## config.mk

```make
export PLATFORM = sky130hd
export DESIGN_NAME = bcd_scan_display_flat
export DESIGN_NICKNAME = d
export VERILOG_FILES = /design/src/rtl/bcd_scan_display_if.sv /design/src/rtl/bcd_scan_display.sv /design/src/flat_wrapper.sv
export SDC_FILE = /design/constraint.sdc
export NUM_CORES = 1
export LEC_CHECK = 0
export CORE_AREA = 3 3 70 72
export DETAILED_ROUTE_END_ITERATION = 6
export DIE_AREA = 0 0 73 75
export HOLD_SLACK_MARGIN = 0.1
export PLACE_DENSITY = 0.8
export SKIP_CTS_REPAIR_TIMING = 1
export SYNTH_ARGS = -nofsm -noshare
export SYNTH_HDL_FRONTEND = slang
export SYNTH_SLANG_ARGS = --single-unit
```

## constraint.sdc

```tcl
create_clock -name Counter_clk -period 2.5 [get_ports Counter_clk]
set_input_delay 0.375 -clock Counter_clk [delete_from_list [all_inputs] [get_ports Counter_clk]]
set_output_delay 0.375 -clock Counter_clk [all_outputs]
set_load 0.02 [all_outputs]
```

## src/rtl/bcd_scan_display_if.sv

```systemverilog
// Bus between the BCD counter side and the 7-segment scan display.
// The master drives the count and capture controls; the slave (display) returns
// the segment/anode drive and status flags.
interface bcd_scan_display_if;
  logic [15:0] Cnt_in;
  logic        Load;
  logic        Hold;
  logic [6:0]  Seg;
  logic [3:0]  An;
  logic        Valid;
  logic        Err;

  modport master (
    output Cnt_in, Load, Hold,
    input  Seg, An, Valid, Err
  );

  modport slave (
    input  Cnt_in, Load, Hold,
    output Seg, An, Valid, Err
  );
endinterface

```

## src/rtl/bcd_scan_display.sv

```systemverilog
// Latches a packed 4-digit BCD count on a Load rising edge and time-multiplexes
// it onto a common-anode 7-segment display with leading-zero blanking and
// dash display for non-BCD nibbles. Single clock domain (Counter_clk).
module bcd_scan_display #(
  parameter logic [15:0] SCAN_DIV = 16'd5000,
  parameter logic        BLANK_LZ = 1'b1
) (
  input logic Counter_clk,
  input logic clr,
  bcd_scan_display_if.slave bus
);

  typedef enum logic [1:0] {DIG0, DIG1, DIG2, DIG3} digit_t;

  digit_t      state;
  digit_t      next_state;
  logic [15:0] Disp_reg;
  logic [15:0] prescaler;
  logic        Load_d;
  logic        capture;
  logic        scan_tick;
  logic        cnt_has_err;
  logic        valid_q;
  logic        err_q;
  logic [6:0]  seg_q;
  logic [6:0]  seg_next;
  logic [6:0]  seg_dec;
  logic [3:0]  an_q;
  logic [3:0]  an_next;
  logic [3:0]  nibble;
  logic        blank;

  assign capture   = bus.Load & ~Load_d & ~bus.Hold;
  assign scan_tick = (prescaler == SCAN_DIV - 16'd1);

  assign cnt_has_err = (bus.Cnt_in[3:0]   > 4'd9) | (bus.Cnt_in[7:4]   > 4'd9) |
                       (bus.Cnt_in[11:8]  > 4'd9) | (bus.Cnt_in[15:12] > 4'd9);

  assign bus.Seg   = seg_q;
  assign bus.An    = an_q;
  assign bus.Valid = valid_q;
  assign bus.Err   = err_q;

  // Load edge detection and capture of the count, validity and error flag
  always_ff @(posedge Counter_clk or negedge clr) begin
    if (!clr) begin
      Load_d   <= 1'b0;
      Disp_reg <= 16'h0000;
      valid_q  <= 1'b0;
      err_q    <= 1'b0;
    end else begin
      Load_d <= bus.Load;
      if (capture) begin
        Disp_reg <= bus.Cnt_in;
        valid_q  <= 1'b1;
        err_q    <= cnt_has_err;
      end
    end
  end

  // Scan prescaler: wraps at SCAN_DIV-1, which is also the digit-advance tick
  always_ff @(posedge Counter_clk or negedge clr) begin
    if (!clr) begin
      prescaler <= 16'h0000;
    end else if (scan_tick) begin
      prescaler <= 16'h0000;
    end else begin
      prescaler <= prescaler + 16'd1;
    end
  end

  // Digit FSM state register
  always_ff @(posedge Counter_clk or negedge clr) begin
    if (!clr) begin
      state <= DIG0;
    end else begin
      state <= next_state;
    end
  end

  // Next digit, current nibble selection, blanking and anode pattern
  always_comb begin
    next_state = state;
    nibble     = Disp_reg[3:0];
    blank      = 1'b0;
    an_next    = 4'hE;
    unique case (state)
      DIG0: begin
        if (scan_tick) next_state = DIG1;
        nibble  = Disp_reg[3:0];
        an_next = 4'hE;
      end
      DIG1: begin
        if (scan_tick) next_state = DIG2;
        nibble  = Disp_reg[7:4];
        blank   = BLANK_LZ && (Disp_reg[15:4] == 12'h000);
        an_next = 4'hD;
      end
      DIG2: begin
        if (scan_tick) next_state = DIG3;
        nibble  = Disp_reg[11:8];
        blank   = BLANK_LZ && (Disp_reg[15:8] == 8'h00);
        an_next = 4'hB;
      end
      DIG3: begin
        if (scan_tick) next_state = DIG0;
        nibble  = Disp_reg[15:12];
        blank   = BLANK_LZ && (Disp_reg[15:12] == 4'h0);
        an_next = 4'h7;
      end
      default: begin
        next_state = DIG0;
      end
    endcase
    if (!valid_q) begin
      an_next = 4'hF;
    end
  end

  // Active-low BCD to 7-segment decode; non-BCD nibbles show a dash
  always_comb begin
    seg_dec = 7'h3F;
    case (nibble)
      4'd0:    seg_dec = 7'h40;
      4'd1:    seg_dec = 7'h79;
      4'd2:    seg_dec = 7'h24;
      4'd3:    seg_dec = 7'h30;
      4'd4:    seg_dec = 7'h19;
      4'd5:    seg_dec = 7'h12;
      4'd6:    seg_dec = 7'h02;
      4'd7:    seg_dec = 7'h78;
      4'd8:    seg_dec = 7'h00;
      4'd9:    seg_dec = 7'h10;
      default: seg_dec = 7'h3F;
    endcase
    seg_next = seg_dec;
    if (blank || !valid_q) begin
      seg_next = 7'h7F;
    end
  end

  // Registered segment and anode drive
  always_ff @(posedge Counter_clk or negedge clr) begin
    if (!clr) begin
      seg_q <= 7'h7F;
      an_q  <= 4'hF;
    end else begin
      seg_q <= seg_next;
      an_q  <= an_next;
    end
  end

endmodule

```

## src/flat_wrapper.sv

```systemverilog
// flat-port wrapper written by rule: the top's interface ports become plain ports
module bcd_scan_display_flat 
#(
  parameter logic [15:0] SCAN_DIV = 16'd5000,
  parameter logic        BLANK_LZ = 1'b1
)
  (Counter_clk, clr, bus_Cnt_in, bus_Load, bus_Hold, bus_Seg, bus_An, bus_Valid, bus_Err);
  bcd_scan_display_if bus_i ();
  input logic Counter_clk;
  input logic clr;
  input wire logic [$bits(bus_i.Cnt_in)-1:0] bus_Cnt_in;
  input wire logic [$bits(bus_i.Load)-1:0] bus_Load;
  input wire logic [$bits(bus_i.Hold)-1:0] bus_Hold;
  output wire logic [$bits(bus_i.Seg)-1:0] bus_Seg;
  output wire logic [$bits(bus_i.An)-1:0] bus_An;
  output wire logic [$bits(bus_i.Valid)-1:0] bus_Valid;
  output wire logic [$bits(bus_i.Err)-1:0] bus_Err;
  assign bus_i.Cnt_in = bus_Cnt_in;
  assign bus_i.Load = bus_Load;
  assign bus_i.Hold = bus_Hold;
  assign bus_Seg = bus_i.Seg;
  assign bus_An = bus_i.An;
  assign bus_Valid = bus_i.Valid;
  assign bus_Err = bus_i.Err;
  bcd_scan_display #(.SCAN_DIV(SCAN_DIV), .BLANK_LZ(BLANK_LZ)) u_core (.Counter_clk(Counter_clk), .clr(clr), .bus(bus_i));
endmodule
```

==> results_dict.tcl, run 1 <==
set metrics [dict create \
    run_status "complete, no violations" \
    data_arrival_time_of_the_worst_path_ps 2310 \
    fp.dieArea_um2 5475 \
    sw_frac_of_total 0.2683 \
    max-clock-path-buffers 2 \
    synth_cells 199 \
    dr_total_vias 1593 \
    viasPerCell 5.512 \
    intPower_uw 1247 \
    critical_path.max_fanout 8 \
    synthDistinctLibCells 50 \
    place_hpwl_um 2996 \
    ys_seq_elements 48 \
    drive_above_1_share 0.1983 \
    fp.dieW_um 73 \
    gp_congestion 0.9229 \
    vias_in_the_first_global_route 1494 \
    detail-route-antenna-nets 0 \
    synth_sequential_area_ratio 0.5377 \
    initial_util 0.5190 \
    final-setup-viol-count 0 \
    grt_usage 0.1646 \
    global_route.peak_usage_layer "met2" \
    pwr_density_cell_nw_per_um2 623.6 \
    final_period_minus_worst_setup_slack_ps 2083 \
    final_instance_count_excl_fillers 289 \
    synth.net_count 228 \
    power.sequential.fraction 0.543 \
    fmax_mhz 480.2 \
    rsz0062_at_grt "no" \
    synthToLayoutAreaGrowth_pct 20.93 \
    path_clk_slew_ps 90 \
    route.detailed.drc 0 \
    regToRegStartpoint "u_core.state[0]$_DFFE_PN0P_" \
    route.detailed.wl_per_inst_um 13.67 \
    share_clk_of_total_power 0.261 \
    finalWirelength_um 3951 \
    crit_path_end_kind "flip-flop" \
    power.combinational.fraction 0.195 \
    min-delay-start "u_core.prescaler[15]$_DFF_PN0_" \
    grt.met3_usage 0.05607 \
    power_leakage_uw 0.001158 \
    grt_overflow_total 0 \
    postLayoutSetupSlackWorst_ps 417.5 \
    dp_slack_ps 452.9 \
    ir_worst_vdd_uv 363.3 \
    totalNegativeSetupSlack_ps 0 \
    placed_area_um2 2635 \
    setup.worst_path.start_class "flip-flop" \
    cts_tree "yes" \
    cp-startpoint "u_core.state[0]$_DFFE_PN0P_" \
    number_of_buffers_inserted_during_clock_tree_synthesis 5 \
    required_ps 2730 \
    worstMarginPinSlew_ps 512.5 \
    final_area_um2 2733 \
    grt_max_degree 26 \
    grt_antenna_before_repair 0 \
    detail_route.first_pass.iterations 4 \
    gr-usage-met2 0.2532 \
    cts.htree.levels 2 \
    met1_usage 0.2166 \
    die_h_um 75 \
    synth_area_um2 2260 \
    hold_class "flip-flop to flip-flop" \
    total_switching_power_uw 457.1 \
    clk_latency_ps 300 \
    final.period_utilization 0.8330 \
    synthesis.area_per_instance_um2 11.36 \
    initialDrtViolationCount 113 \
    critPathKind "flip-flop to flip-flop" \
    grt_first_pass_wirelength_um 6796 \
    antenna-diode-count 0 \
    place.port_buffers 32 \
    commonest_cells_after_routing_fill_and_taps_aside "37 x sky130_fd_sc_hd__dfrtp_1, 31 x sky130_fd_sc_hd__clkdlybuf4s50_1, 18 x sky130_fd_sc_hd__nand2_1" \
    finalMaxSlewViolations 0 \
    floorplan.core_area_um2 4354 \
    relative_slew_margins 0.6516 \
    worst_clock_skew_ps 8.415 \
    clock-sinks 48 \
    std_cell_rows 24 \
    warnings_from_yosys 0 \
    final_common_cell "sky130_fd_sc_hd__dfrtp_1" \
    finalHoldViolCount 0 \
    p_total_uw 1704 \
    io_pins 33 \
    net_count_final 265 \
    clock-root-buffer "sky130_fd_sc_hd__clkbuf_8" \
    cap_violations 0 \
    placed_cells_incl_taps 280 \
]
==> metal layers <==
layer	wire (um)	part of all wire	vias to the layer above
li1	-	-	775
met1	1839	0.47	768
met2	1837	0.46	41
met3	188	0.048	9
met4	85	0.022	0
met5	0	0	-
==> cell usage after synthesis, drive strengths merged <==
library cell  number  area, um2
xnor2              8      70.07
nor4               3      25.02
a21o               1      7.510
xor2               4      35.03
or3                1      6.260
mux2i              1      13.76
a21boi             1      7.510
dfstp             11      289.0
o21a               1      7.510
nor2b              2      12.51
or2                2      12.52
inv               11      41.29
ha                 9      112.6
o31a               1      8.760
o211ai             1      7.510
a22o               2      18.77
and3               3      18.77
a31oi              1      6.260
a21oi              6      33.78
nor4b              1      8.760
nand3             10      55.05
nand4              2      12.51
and4               2      17.52
nor3b              2      20.02
a222oi             3      30.03
nand2             18      67.56
nor2              11      48.80
dfrtp             37      925.9
nor3               7      40.04
mux2              15      172.7
o22ai              1      6.260
buf                4      28.78
clkbuf             1      3.750
o21ai             13      65.06
a22oi              2      15.01
or4                1      7.510
==> logic make-up after synthesis <==
kind of cell	after synthesis	share of synthesized area
multiplexers	16	0.08250
AO/OA/AOI/OAI	33	0.09469
buffers and inverters	16	0.03267
XOR/XNOR	12	0.04651
AND/OR/NAND/NOR	65	0.1562
flip-flops	48	0.5377
adder cells (fa/ha/maj)	9	0.04983
==> path summary, 6_finish.rpt <==
check / endpoint / slack (ps) / cells after the start
setup / recovery: u_core.bus.Seg[1]$_DFF_PN1_ / 420 / 8
hold / removal: u_core.prescaler[15]$_DFF_PN0_ / 500 / 1
setup reg to reg: u_core.bus.Seg[1]$_DFF_PN1_ / 420 / 8
hold reg to reg: u_core.prescaler[15]$_DFF_PN0_ / 500 / 1
max in group asynchronous: u_core.bus.An[3]$_DFF_PN1_ / 1330 / 3
min in group asynchronous: u_core.prescaler[1]$_DFF_PN0_ / 580 / 2
==> stage by stage <==
| step | util | hold WS [ps] |
|---|---|---|
| after global routing | 0.6276 | 510.8 |
| after CTS | 0.6253 | 48.57 |
| after detailed placement | 0.6052 | 386.1 |
| final | 0.6276 | 498.9 |
| after global placement | 0.6052 | 382.7 |
| after floorplan | - | 79.41 |
==> layout make-up <==
type                    instances  area (um2)
clock buffers                   5       68.82
clock inverters                 3       18.77
fillers                       346        1622
inverters                      11       41.29
multi-input cells             135       970.9
flip-flops and latches         48        1215
well taps                      52       65.06
repair buffers                 35       352.8
==> power by group through the flow <==
stage	combinational (uW)	sequential (uW)	clock, uW
after floorplan	145	977	0
after global placement	329	938	0
after detailed placement	335	941	0
after CTS	336	926	462
after global routing	368	935	499
final	333	926	445
==> worst max-delay path: stages (launching register included) <==
cell and delay, ps:
sky130_fd_sc_hd__dfrtp_1 390, sky130_fd_sc_hd__inv_1 100, sky130_fd_sc_hd__ha_1 300, sky130_fd_sc_hd__a222oi_1 360
sky130_fd_sc_hd__mux2_2 260, sky130_fd_sc_hd__inv_2 60, sky130_fd_sc_hd__ha_1 300, sky130_fd_sc_hd__o22ai_1 170
sky130_fd_sc_hd__nand2_1 70
Power figures use the tool's default switching activity.
==> run 2, diff against run 1 <==
==> constraint.sdc (replaced) <==
create_clock -name Counter_clk -period 2.16 [get_ports Counter_clk]
set_input_delay 0.324 -clock Counter_clk [delete_from_list [all_inputs] [get_ports Counter_clk]]
set_output_delay 0.324 -clock Counter_clk [all_outputs]
set_load 0.02 [all_outputs]
==> run 2 against run 1 <==
Sequential power rose by 16%. Total power rose by 23%. Worst setup slack got worse by 320 ps. Cell area rose by 1.4%. Die area did not move. Via count rose by 1.7%. First-iteration DRC count rose by 27%. Worst hold slack got worse by 19 ps. Register-to-register slack got worse by 320 ps. Combinational power rose by 17%. Clock skew fell by 4.3 ps.
==> results_dict.tcl, run 2 (same netlist as run 1, synthesis figures left out) <==
set metrics [dict create \
    run_status "complete, no violations" \
    io_pins 33 \
    grt_max_degree 24 \
    fill_count 348 \
    critical_path.top_delay_family "adder cells" \
    final_common_cell "sky130_fd_sc_hd__dfrtp_1" \
    crit_path_cell_chain "inv_1 -> ha_1 -> a222oi_1 -> mux2_4 -> inv_2 -> ha_1 -> o22ai_1 -> nand2_1" \
    critical_path.max_fanout 8 \
    cap_violations 0 \
    power_leakage_uw 0.001180 \
    critPathKind "flip-flop to flip-flop" \
    worst_clock_skew_ps 4.091 \
    final_period_minus_worst_setup_slack_ps 2062 \
    sw_frac_of_total 0.2560 \
    antenna-diode-count 0 \
    grt_antenna_before_repair 0 \
    viasPerCell 5.548 \
    grt_first_pass_wirelength_um 7245 \
    place.port_buffers 32 \
    pwr_density_cell_nw_per_um2 757.2 \
    max-clock-path-buffers 2 \
    drive_above_1_share 0.2083 \
    grt_usage 0.1748 \
    number_of_buffers_inserted_during_clock_tree_synthesis 5 \
    synthToLayoutAreaGrowth_pct 22.59 \
    worst-path-buf-inv 2 \
    hold_class "input pin to flip-flop" \
    fp.dieW_um 73 \
    dr_total_vias 1620 \
    power.sequential.fraction 0.511 \
    detail-route-antenna-nets 0 \
    fp.dieArea_um2 5475 \
    relative_slew_margins 0.6671 \
    std_cell_rows 24 \
    finalHoldViolCount 0 \
    totalNegativeSetupSlack_ps 0 \
    route.detailed.drc 0 \
    initial_util 0.5190 \
    share_clk_of_total_power 0.304 \
    commonest_cells_after_routing_fill_and_taps_aside "37 x sky130_fd_sc_hd__dfrtp_1, 31 x sky130_fd_sc_hd__clkdlybuf4s50_1, 18 x sky130_fd_sc_hd__nand2_1" \
    fmax_mhz 485.0 \
    clock-sinks 48 \
    cp_slowest_cell "sky130_fd_sc_hd__dfrtp_1" \
    vias_in_the_first_global_route 1559 \
    setup.worst_path.start_class "flip-flop" \
    power.combinational.fraction 0.185 \
    intPower_uw 1560 \
    crit_path_end_kind "flip-flop" \
    final.period_utilization 0.9546 \
    worst_path_most_repeated_cell "sky130_fd_sc_hd__ha_1" \
    route.detailed.wl_per_inst_um 14.23 \
    floorplan.core_area_um2 4354 \
    cts_tree "yes" \
    finalWirelength_um 4155 \
    ir_worst_vdd_uv 500.3 \
    place_hpwl_um 3157 \
    grt_overflow_total 0 \
    die_h_um 75 \
    postLayoutSetupSlackWorst_ps 97.98 \
    detail_route.first_pass.iterations 4 \
    gp_congestion 0.8938 \
    net_count_final 268 \
    whs_ps 479.5 \
    clk_latency_ps 300 \
    required_ps 2380 \
    worstMarginPinSlew_ps 489.7 \
    path_clk_slew_ps 80 \
    initialDrtViolationCount 144 \
    final-setup-viol-count 0 \
    data_arrival_time_of_the_worst_path_ps 2290 \
    cts.htree.levels 2 \
    finalMaxSlewViolations 0 \
    clock-root-buffer "sky130_fd_sc_hd__clkbuf_8" \
    total_switching_power_uw 537.0 \
    dp_slack_ps 116.4 \
    max_stage_delay_on_crit_path_ps 380 \
    rsz0062_at_grt "no" \
]
run 2: layout make-up:
class,count,area [um2],share of cell area
tap,52,65.06,0.02349
sequential,48,1215,0.4386
timing repair buffer,38,362.8,0.1310
multi-input combinational,135,974.7,0.3519
clock buffer,5,68.82,0.02484
clock inverter,3,42.54,0.01536
inverter,11,41.29,0.01491
run 2: power groups by stage:
stage	clock network, uW	logic (uW)	registers [uW]
after detailed placement	0	389	1090
final	637	388	1070
after global routing	695	429	1080
after global placement	0	378	1090
after floorplan	0	168	1130
after CTS	653	390	1070
run 2: worst register-to-register path, stage by stage, from the launching register on:
cell and delay, ps:
sky130_fd_sc_hd__dfrtp_1 380, sky130_fd_sc_hd__inv_1 100, sky130_fd_sc_hd__ha_1 310, sky130_fd_sc_hd__a222oi_1 380, sky130_fd_sc_hd__mux2_4 240, sky130_fd_sc_hd__inv_2 60, sky130_fd_sc_hd__ha_1 290, sky130_fd_sc_hd__o22ai_1 170
sky130_fd_sc_hd__nand2_1 70
run 2: final timing paths:
| path | from | to | slack, ps | cells past startpoint |
|---|---|---|---|---|
| worst max-delay path | u_core.state[0]$_DFFE_PN0P_ | u_core.bus.Seg[1]$_DFF_PN1_ | 100 | 8 |
| worst min-delay path | bus_Load | u_core.Load_d$_DFF_PN0_ | 480 | 1 |
| worst max register to register | u_core.state[0]$_DFFE_PN0P_ | u_core.bus.Seg[1]$_DFF_PN1_ | 100 | 8 |
| worst min register to register | u_core.prescaler[15]$_DFF_PN0_ | u_core.prescaler[15]$_DFF_PN0_ | 480 | 1 |
| max in group asynchronous | clr | u_core.bus.An[3]$_DFF_PN1_ | 1040 | 3 |
| min in group asynchronous | clr | u_core.prescaler[15]$_DFF_PN0_ | 520 | 2 |
run 2: per-layer routing:
metal  vias to the layer above  track usage  part of all wire
met5                         -            0                 0
li1                        781            -                 -
met2                        49       0.2671              0.48
met4                         0      0.07377             0.017
met3                         5      0.05340             0.053
met1                       785       0.2316              0.45
run 2: through the flow:
stage	cell area (um2)	util	power, uW	cells
global placement	2645	0.6075	1465	283
floorplan	2260	-	1299	199
finish	2770	0.6362	2097	292
CTS	2756	0.6330	2115	291
global route	2770	0.6362	2207	292
detailed placement	2645	0.6075	1478	283
